$ cat src/rtl/ped_signal_controller_pkg.sv
// Shared definitions for the pedestrian signal stage.
// Holds the vehicle light codes it consumes, the pedestrian signal codes it
// drives, the per-crosswalk channel state enum and the illegal-light helper.
package tlc_pkg;

  typedef enum logic [1:0] {
    LIGHT_RED     = 2'b00,
    LIGHT_YELLOW  = 2'b01,
    LIGHT_GREEN   = 2'b10,
    LIGHT_ILLEGAL = 2'b11
  } light_e;

  typedef enum logic [1:0] {
    PED_DONT_WALK = 2'b00,
    PED_FLASH     = 2'b01,
    PED_WALK      = 2'b10
  } ped_e;

  typedef enum logic [1:0] {
    ST_IDLE  = 2'b00,
    ST_WALK  = 2'b01,
    ST_FLASH = 2'b10
  } chan_state_e;

  // An illegal code on either road, or both roads showing anything but red,
  // means the upstream controller can no longer be trusted.
  function automatic logic is_conflict(input logic [1:0] ns, input logic [1:0] ew);
    return (ns == LIGHT_ILLEGAL) || (ew == LIGHT_ILLEGAL) ||
           ((ns != LIGHT_RED) && (ew != LIGHT_RED));
  endfunction

endpackage

$ cat src/rtl/ped_signal_controller_if.sv
// Bus between the vehicle light stage / crosswalk buttons and the pedestrian
// signal stage.
//   master : drives ns_light, ew_light, ns_ped_btn, ew_ped_btn; observes outputs
//   slave  : the pedestrian controller; drives signals, lamps, pending, conflict_err
interface ped_signal_controller_if;
  logic [1:0] ns_light;
  logic [1:0] ew_light;
  logic       ns_ped_btn;
  logic       ew_ped_btn;
  logic [1:0] ns_ped_sig;
  logic [1:0] ew_ped_sig;
  logic       ns_ped_lamp;
  logic       ew_ped_lamp;
  logic       ns_req_pending;
  logic       ew_req_pending;
  logic       conflict_err;

  modport master (
    output ns_light, ew_light, ns_ped_btn, ew_ped_btn,
    input  ns_ped_sig, ew_ped_sig, ns_ped_lamp, ew_ped_lamp,
           ns_req_pending, ew_req_pending, conflict_err
  );

  modport slave (
    input  ns_light, ew_light, ns_ped_btn, ew_ped_btn,
    output ns_ped_sig, ew_ped_sig, ns_ped_lamp, ew_ped_lamp,
           ns_req_pending, ew_req_pending, conflict_err
  );
endinterface

$ cat src/rtl/ped_signal_controller_channel.sv
// One crosswalk channel: request latch, IDLE/WALK/FLASH sequencer and lamp drive.
// Ports:
//   clk, reset   : clock, synchronous active-low reset
//   light        : vehicle light code of the parallel road
//   btn          : crosswalk push button (level)
//   force_idle   : hold the channel in IDLE (global conflict)
//   sig, lamp    : registered pedestrian signal code and hand-lamp drive
//   pending      : registered request latch
module ped_channel
  import tlc_pkg::*;
#(
  parameter int unsigned WALK_CYCLES  = 6,
  parameter int unsigned FLASH_CYCLES = 4
) (
  input  logic       clk,
  input  logic       reset,
  input  logic [1:0] light,
  input  logic       btn,
  input  logic       force_idle,
  output logic [1:0] sig,
  output logic       lamp,
  output logic       pending
);

  localparam logic [3:0] WALK_LOAD  = 4'(WALK_CYCLES - 1);
  localparam logic [3:0] FLASH_LOAD = 4'(FLASH_CYCLES - 1);

  chan_state_e state_q, state_d;
  logic [3:0]  cnt_q, cnt_d;
  logic [1:0]  prev_light_q, prev_light_d;
  logic        pending_q, pending_d;
  logic [1:0]  sig_q, sig_d;
  logic        lamp_q, lamp_d;
  logic        green_s;
  logic        onset_s;

  assign green_s = (light == LIGHT_GREEN);
  assign onset_s = green_s && (prev_light_q != LIGHT_GREEN);

  // Next-state, counter, request latch and output decode.
  always_comb begin
    state_d      = state_q;
    cnt_d        = cnt_q;
    pending_d    = pending_q | btn;
    prev_light_d = light;
    sig_d        = PED_DONT_WALK;
    lamp_d       = 1'b1;

    if (force_idle) begin
      state_d = ST_IDLE;
      cnt_d   = 4'd0;
    end else begin
      case (state_q)
        ST_IDLE: begin
          // A press on the onset edge itself is served without ever latching.
          if (onset_s && (pending_q || btn)) begin
            state_d   = ST_WALK;
            cnt_d     = WALK_LOAD;
            pending_d = 1'b0;
          end else begin
            state_d = ST_IDLE;
          end
        end
        ST_WALK: begin
          if (!green_s) begin
            state_d = ST_IDLE;
            cnt_d   = 4'd0;
          end else if (cnt_q == 4'd0) begin
            state_d = ST_FLASH;
            cnt_d   = FLASH_LOAD;
          end else begin
            cnt_d = cnt_q - 4'd1;
          end
        end
        ST_FLASH: begin
          if (!green_s || (cnt_q == 4'd0)) begin
            state_d = ST_IDLE;
            cnt_d   = 4'd0;
          end else begin
            cnt_d = cnt_q - 4'd1;
          end
        end
        default: begin
          state_d = ST_IDLE;
          cnt_d   = 4'd0;
        end
      endcase
    end

    // Outputs follow the next state so they register in the same edge.
    case (state_d)
      ST_WALK: begin
        sig_d  = PED_WALK;
        lamp_d = 1'b0;
      end
      ST_FLASH: begin
        sig_d  = PED_FLASH;
        lamp_d = (state_q == ST_FLASH) ? ~lamp_q : 1'b1;
      end
      default: begin
        sig_d  = PED_DONT_WALK;
        lamp_d = 1'b1;
      end
    endcase
  end

  // Channel state register with synchronous active-low reset.
  always_ff @(posedge clk) begin
    if (!reset) begin
      state_q      <= ST_IDLE;
      cnt_q        <= 4'd0;
      prev_light_q <= LIGHT_RED;
      pending_q    <= 1'b0;
      sig_q        <= PED_DONT_WALK;
      lamp_q       <= 1'b1;
    end else begin
      state_q      <= state_d;
      cnt_q        <= cnt_d;
      prev_light_q <= prev_light_d;
      pending_q    <= pending_d;
      sig_q        <= sig_d;
      lamp_q       <= lamp_d;
    end
  end

  assign sig     = sig_q;
  assign lamp    = lamp_q;
  assign pending = pending_q;

endmodule

$ cat src/rtl/ped_signal_controller.sv
// Pedestrian crosswalk signal stage downstream of the vehicle light controller.
// Ports:
//   clk   : system clock
//   reset : synchronous active-low reset
//   bus   : slave side of ped_signal_controller_if (lights and buttons in,
//           crosswalk signals, lamps, pending flags and conflict_err out)
// Holds the sticky conflict detector; each crosswalk is a ped_channel.
module ped_signal_controller
  import tlc_pkg::*;
#(
  parameter int unsigned WALK_CYCLES  = 6,
  parameter int unsigned FLASH_CYCLES = 4
) (
  input logic                     clk,
  input logic                     reset,
  ped_signal_controller_if.slave  bus
);

  logic conflict_q, conflict_d;
  logic conflict_s;
  logic force_idle_s;

  // Sticky conflict flag; the current-cycle detection forces idle immediately
  // so both signals drop on the same edge that sets the flag.
  always_comb begin
    conflict_s   = is_conflict(bus.ns_light, bus.ew_light);
    conflict_d   = conflict_q | conflict_s;
    force_idle_s = conflict_d;
  end

  // Conflict flag register with synchronous active-low reset.
  always_ff @(posedge clk) begin
    if (!reset) begin
      conflict_q <= 1'b0;
    end else begin
      conflict_q <= conflict_d;
    end
  end

  ped_channel #(
    .WALK_CYCLES  (WALK_CYCLES),
    .FLASH_CYCLES (FLASH_CYCLES)
  ) u_ns_channel (
    .clk        (clk),
    .reset      (reset),
    .light      (bus.ns_light),
    .btn        (bus.ns_ped_btn),
    .force_idle (force_idle_s),
    .sig        (bus.ns_ped_sig),
    .lamp       (bus.ns_ped_lamp),
    .pending    (bus.ns_req_pending)
  );

  ped_channel #(
    .WALK_CYCLES  (WALK_CYCLES),
    .FLASH_CYCLES (FLASH_CYCLES)
  ) u_ew_channel (
    .clk        (clk),
    .reset      (reset),
    .light      (bus.ew_light),
    .btn        (bus.ew_ped_btn),
    .force_idle (force_idle_s),
    .sig        (bus.ew_ped_sig),
    .lamp       (bus.ew_ped_lamp),
    .pending    (bus.ew_req_pending)
  );

  assign bus.conflict_err = conflict_q;

endmodule

$ cat src/flat_wrapper.sv
// flat-port wrapper written by rule: the top's interface ports become plain ports
module ped_signal_controller_flat import tlc_pkg::*;
#(
  parameter int unsigned WALK_CYCLES  = 6,
  parameter int unsigned FLASH_CYCLES = 4
)
  (clk, reset, bus_ns_light, bus_ew_light, bus_ns_ped_btn, bus_ew_ped_btn, bus_ns_ped_sig, bus_ew_ped_sig, bus_ns_ped_lamp, bus_ew_ped_lamp, bus_ns_req_pending, bus_ew_req_pending, bus_conflict_err);
  ped_signal_controller_if bus_i ();
  input logic clk;
  input logic reset;
  input wire logic [$bits(bus_i.ns_light)-1:0] bus_ns_light;
  input wire logic [$bits(bus_i.ew_light)-1:0] bus_ew_light;
  input wire logic [$bits(bus_i.ns_ped_btn)-1:0] bus_ns_ped_btn;
  input wire logic [$bits(bus_i.ew_ped_btn)-1:0] bus_ew_ped_btn;
  output wire logic [$bits(bus_i.ns_ped_sig)-1:0] bus_ns_ped_sig;
  output wire logic [$bits(bus_i.ew_ped_sig)-1:0] bus_ew_ped_sig;
  output wire logic [$bits(bus_i.ns_ped_lamp)-1:0] bus_ns_ped_lamp;
  output wire logic [$bits(bus_i.ew_ped_lamp)-1:0] bus_ew_ped_lamp;
  output wire logic [$bits(bus_i.ns_req_pending)-1:0] bus_ns_req_pending;
  output wire logic [$bits(bus_i.ew_req_pending)-1:0] bus_ew_req_pending;
  output wire logic [$bits(bus_i.conflict_err)-1:0] bus_conflict_err;
  assign bus_i.ns_light = bus_ns_light;
  assign bus_i.ew_light = bus_ew_light;
  assign bus_i.ns_ped_btn = bus_ns_ped_btn;
  assign bus_i.ew_ped_btn = bus_ew_ped_btn;
  assign bus_ns_ped_sig = bus_i.ns_ped_sig;
  assign bus_ew_ped_sig = bus_i.ew_ped_sig;
  assign bus_ns_ped_lamp = bus_i.ns_ped_lamp;
  assign bus_ew_ped_lamp = bus_i.ew_ped_lamp;
  assign bus_ns_req_pending = bus_i.ns_req_pending;
  assign bus_ew_req_pending = bus_i.ew_req_pending;
  assign bus_conflict_err = bus_i.conflict_err;
  ped_signal_controller #(.WALK_CYCLES(WALK_CYCLES), .FLASH_CYCLES(FLASH_CYCLES)) u_core (.clk(clk), .reset(reset), .bus(bus_i));
endmodule
$ cat config.mk
export PLATFORM = sky130hd
export DESIGN_NAME = ped_signal_controller_flat
export DESIGN_NICKNAME = d
export VERILOG_FILES = /design/src/rtl/ped_signal_controller_pkg.sv /design/src/rtl/ped_signal_controller_if.sv /design/src/rtl/ped_signal_controller_channel.sv /design/src/rtl/ped_signal_controller.sv /design/src/flat_wrapper.sv
export SDC_FILE = /design/constraint.sdc
export NUM_CORES = 1
export LEC_CHECK = 0
export BUFFER_PORTS_ARGS = -buffer_cell sky130_fd_sc_hd__buf_2
export CAP_MARGIN = 20
export CORE_ASPECT_RATIO = 1.75
export CORE_MARGIN = 2
export CORE_UTILIZATION = 40
export CTS_CLUSTER_DIAMETER = 50
export DETAILED_ROUTE_END_ITERATION = 10
export PLACE_DENSITY = 0.58
export SLEW_MARGIN = 5
export SYNTH_ARGS = -nofsm -noshare
export SYNTH_HDL_FRONTEND = slang
export SYNTH_HIERARCHICAL = 1
export SYNTH_SLANG_ARGS = --single-unit
$ cat constraint.sdc
create_clock -name clk -period 1.4 [get_ports clk]
set_input_delay 0.21 -clock clk [delete_from_list [all_inputs] [get_ports clk]]
set_output_delay 0.21 -clock clk [all_outputs]
set_load 0.01 [all_outputs]
==> results_tabular.tex <==
\begin{tabular}{lr}
\hline
Metric & Value \\
\hline
\multicolumn{2}{l}{\textbf{Power}} \\
\quad Clock share of power & 30.9\% \\
\quad Sequential group share of total power & 52.9\% \\
\quad Net switching component of the power & 0.000362 W \\
\quad Pwr per Cell Area & 758 nW/um2 \\
\quad Worst ir drop on vdd & 0.000579 V \\
\quad Relative contribution of combinational cells to total power & 16.2\% \\
\quad Leakage power summed over all cells & 0.675 nW \\
\quad Switch share & 25.9\% \\
\quad Internal cell power & 0.00104 W \\
\multicolumn{2}{l}{\textbf{Drt}} \\
\quad Wire per inst & 16.6 um \\
\quad Count of vias placed by the detailed router & 1187 \\
\quad DRT antenna net count & 0 \\
\quad Initial detailed-routing violation count & 51 \\
\quad Detailed-routing iteration count for the pre-antenna-repair pass & 4 \\
\quad Residual DRC count & 0 \\
\quad Via density per instance & 5.79 \\
\quad Wirelength, routed & 3.41 mm \\
\multicolumn{2}{l}{\textbf{Placed design}} \\
\quad Port buffer count & 16 \\
\quad Global placer's final weighted congestion & 0.848 \\
\quad HPWL after detailed placement & 2.50 mm \\
\quad Pre-CTS setup slack & -190 ps \\
\multicolumn{2}{l}{\textbf{Critical path}} \\
\quad Crit-path cells & inv\_2, ha\_4, or3b\_4, nand2\_1, a21oi\_1, o32ai\_1 \\
\quad Critical path capture point type & flop \\
\quad Worst reg2reg path startpoint & u\_core/u\_ew\_channel/cnt\_q[0] \\
\quad Startpoint kind of the worst setup timing path & flop \\
\quad Data arrival time of the critical path & 1590 ps \\
\quad Top fanout value on the critical path & 3 \\
\quad Crit-path max cell delay & 400 ps \\
\quad Worst-path cell with the longest stage delay & or3b\_4 \\
\quad CP startpoint & u\_core/u\_ew\_channel/cnt\_q[0] \\
\quad Worst setup path class & reg -> reg \\
\quad Worst endpoint required time & 1570 ps \\
\multicolumn{2}{l}{\textbf{Synth}} \\
\quad Leading cell types by total area after synthesis & dfxtp\_1, a21oi\_1, nor2\_1, nor3b\_1, ha\_1 \\
\quad Mapped Avg Cell Area & 9.30 um2 \\
\quad Cells after synthesis & 133 \\
\quad Part of the Yosys area used for sequential elements & 40.4\% \\
\quad Post-Synthesis Cell Area & 1240 um2 \\
\quad Synthesis Warnings & 6 \\
\quad Share of the synthesized area in the top cell type & 40.4\% \\
\quad Synthesized Nets & 145 \\
\quad Post-synthesis register bit count & 25 \\
\quad Yosys top cell by area & dfxtp\_1 \\
\quad Count of different cell masters after synthesis & 30 \\
\multicolumn{2}{l}{\textbf{CTS}} \\
\quad Total CTS buffers & 3 \\
\quad Hold-fix buffers, CTS & 0 \\
\quad Number of clock sinks & 25 \\
\quad Clock transition at the registers of the reported paths & 80 ps \\
\quad \# H-tree levels & 1 \\
\quad Root cell of the clock tree & clkbuf\_8 \\
\quad Later-pin clock latency in the skew report & 270 ps \\
\quad Clock tree from TritonCTS & done \\
\quad Number of buffers between clock root and the deepest sink & 2 \\
\multicolumn{2}{l}{\textbf{Final layout}} \\
\quad Area growth syn-to-layout & 49.2\% \\
\quad Final layout net count & 190 \\
\quad Number of inserted diodes & 0 \\
\quad Fraction of final layout cells with drive strength greater than 1 & 53.1\% \\
\multicolumn{2}{l}{\textbf{Outcome}} \\
\quad Failing checks & negative setup slack \\
\quad Run status & complete, but fails checks \\
\multicolumn{2}{l}{\textbf{Run}} \\
\quad Max-Cap Viols & 0 \\
\multicolumn{2}{l}{\textbf{Floorplan}} \\
\quad Die H & 77.6 um \\
\quad Ports placed on the boundary & 17 \\
\quad Core region area & 2930 um2 \\
\quad Starting Density & 42.3\% \\
\quad Site Rows & 26 \\
\quad Area of the die & 3570 um2 \\
\quad DIE WIDTH & 46.0 um \\
\multicolumn{2}{l}{\textbf{STA}} \\
\quad Share of the cycle needed by the critical path after routing & 102\% \\
\quad Worst Setup Slack, final & -22.8 ps \\
\quad Clock Skew & 8.56 ps \\
\quad Number of max-slew violations in the final report & 0 \\
\quad Measured slew at the worst slew-check pin & 396 ps \\
\quad Final Hold Fails & 0 \\
\quad Relative slew margins & 73.4\% \\
\quad Hold\_ws & 312 ps \\
\quad Unrepaired setup endpoints after global routing & yes \\
\quad Maximum achievable frequency & 0.703 GHz \\
\quad Time the final worst path needs with I/O delays and setup & 1420 ps \\
\quad Number of setup violations in the final report & 4 \\
\multicolumn{2}{l}{\textbf{GRT}} \\
\quad Number of antenna violations at the first check in global routing & 0 \\
\quad Number of global-route vias before repair & 1154 \\
\quad Global-route usage over all layers & 19.9\% \\
\quad Total gr overflow & 0 \\
\quad First-pass GRT wire length & 5.23 mm \\
\quad Pin count of the biggest net entering global routing & 16 \\
\multicolumn{2}{l}{\textbf{Hold path}} \\
\quad Worst hold path type & in -> reg \\
\quad Launch instance of the worst min-delay path & reset \\
\hline
\end{tabular}
[metrics by stage]
stage,power (W),TNS [ps],util [%],instances,cell area [um2]
after global placement,0.000944,-712,54.4,201,1590
after floorplan,0.000854,0,-,133,1280
after detailed placement,0.000948,-1070,54.4,201,1590
final,0.00140,-67.7,63.1,205,1850
after global routing,0.00146,-784,63.1,205,1850
after CTS,0.00139,-26.2,58.0,205,1700
[sequential cells by signal, indices dropped and copies added, names as in the netlist]
register,cells
u_core/u_ns_channel/lamp,1
u_core/u_ew_channel/prev_light_q,2
u_core/u_ew_channel/pending,1
u_core/u_ew_channel/sig,2
u_core/u_ns_channel/sig,2
u_core/bus.conflict_err,1
u_core/u_ns_channel/cnt_q,4
u_core/u_ns_channel/prev_light_q,2
u_core/u_ew_channel/state_q,2
u_core/u_ns_channel/pending,1
u_core/u_ew_channel/lamp,1
u_core/u_ew_channel/cnt_q,4
u_core/u_ns_channel/state_q,2
[per-layer routing]
layer,wire length (um),GRT usage (%),vias to the layer above
met5,0,0,-
met4,108,11.7,0
met3,90,1.40,10
met2,2010,35.7,32
met1,1200,20.8,561
li1,-,-,584
[power groups by stage]
stage	Clock, W	Combinational [W]	Sequential (W)
5_1_grt	0.000478	0.000243	0.000743
6_report	0.000433	0.000227	0.000740
2_1_floorplan	0	0.0000948	0.000759
4_1_cts	0.000445	0.000201	0.000740
3_5_place_dp	0	0.000193	0.000755
3_3_place_gp	0	0.000191	0.000754
[area by class of cell]
type,instances,area (um2)
Sequential cell,25,509
Clock inverter,1,7.51
Timing Repair Buffer,42,295
Clock buffer,3,41.3
Tap cell,28,35.0
Multi-Input combinational cell,102,943
Inverter,4,15.0
Fill cell,249,1080
[cells in the final DEF, fill, tap and decap left out, types with 3 or more instances in the layout]
master / n
buf_4: 23
dfxtp_1: 20
buf_2: 16
nor2_1: 10
a21oi_1: 9
nand2_1: 6
a2111oi_4: 4
nor3b_1: 4
inv_2: 4
and2_1: 4
nand2b_4: 4
nor3_1: 4
o21ai_0: 4
dfxtp_2: 4
clkbuf_8: 3
nor2_4: 3
o31ai_1: 3
a21oi_2: 3
ha_4: 3
[path summary, 6_finish.rpt]
| path | endpoint | slack, ps | cells past startpoint |
|---|---|---|---|
| worst max-delay path | u_core/u_ew_channel/cnt_q[1] | -20 | 6 |
| worst min register to register | u_core/u_ns_channel/cnt_q[2] | 590 | 2 |
| worst max register to register | u_core/u_ew_channel/cnt_q[1] | -20 | 6 |
| worst min-delay path | u_core/bus.conflict_err | 310 | 2 |
[kinds of logic (layout without fill, tap and decap cells)]
kind of cell / Yosys count / count (layout) / synth area share, %
AND/OR/NAND/NOR: 60 / 60 / 31.4
adder cells (fa/ha/maj): 4 / 4 / 4.04
multiplexers: 2 / 2 / 1.62
AO/OA/AOI/OAI: 36 / 36 / 20.6
flip-flops: 25 / 25 / 40.4
buffers and inverters: 6 / 50 / 1.82
[synthesized netlist by cell type]
cell / n
a2111oi_1: 2
a2111oi_2: 2
a211oi_1: 2
a21oi_1: 12
and2_1: 4
and2b_1: 2
and2b_4: 2
clkbuf_1: 2
dfxtp_1: 25
ha_1: 4
inv_1: 4
mux2i_1: 2
nand2_1: 6
nand2b_1: 2
nand2b_4: 2
nor2_1: 15
nor2b_1: 4
nor3_1: 6
nor3b_1: 7
nor4_1: 4
nor4_4: 2
o21ai_0: 4
o21ai_1: 2
o221ai_1: 2
o311ai_1: 2
o31a_1: 2
o31ai_1: 4
o32ai_1: 2
or2_4: 2
or3b_1: 2
[worst max-delay path, delay by kind of cell (launching register included)]
family	cells	cell delay [ps]
adders and majority gates	1	130
and+or+nand+nor	2	480
DFF	1	330
buffers and inverters	1	70
AOI/OAI and AO/OA	2	320
[timing repair]
action                                 CTS  global route
setup buffers                            0             1
setup endpoints to repair               12            15
endpoints found under the hold margin    0             0
cloned                                   0             0
gates resized for setup                 13            33
pin swaps                                3            16
Power figures use the tool's default switching activity.
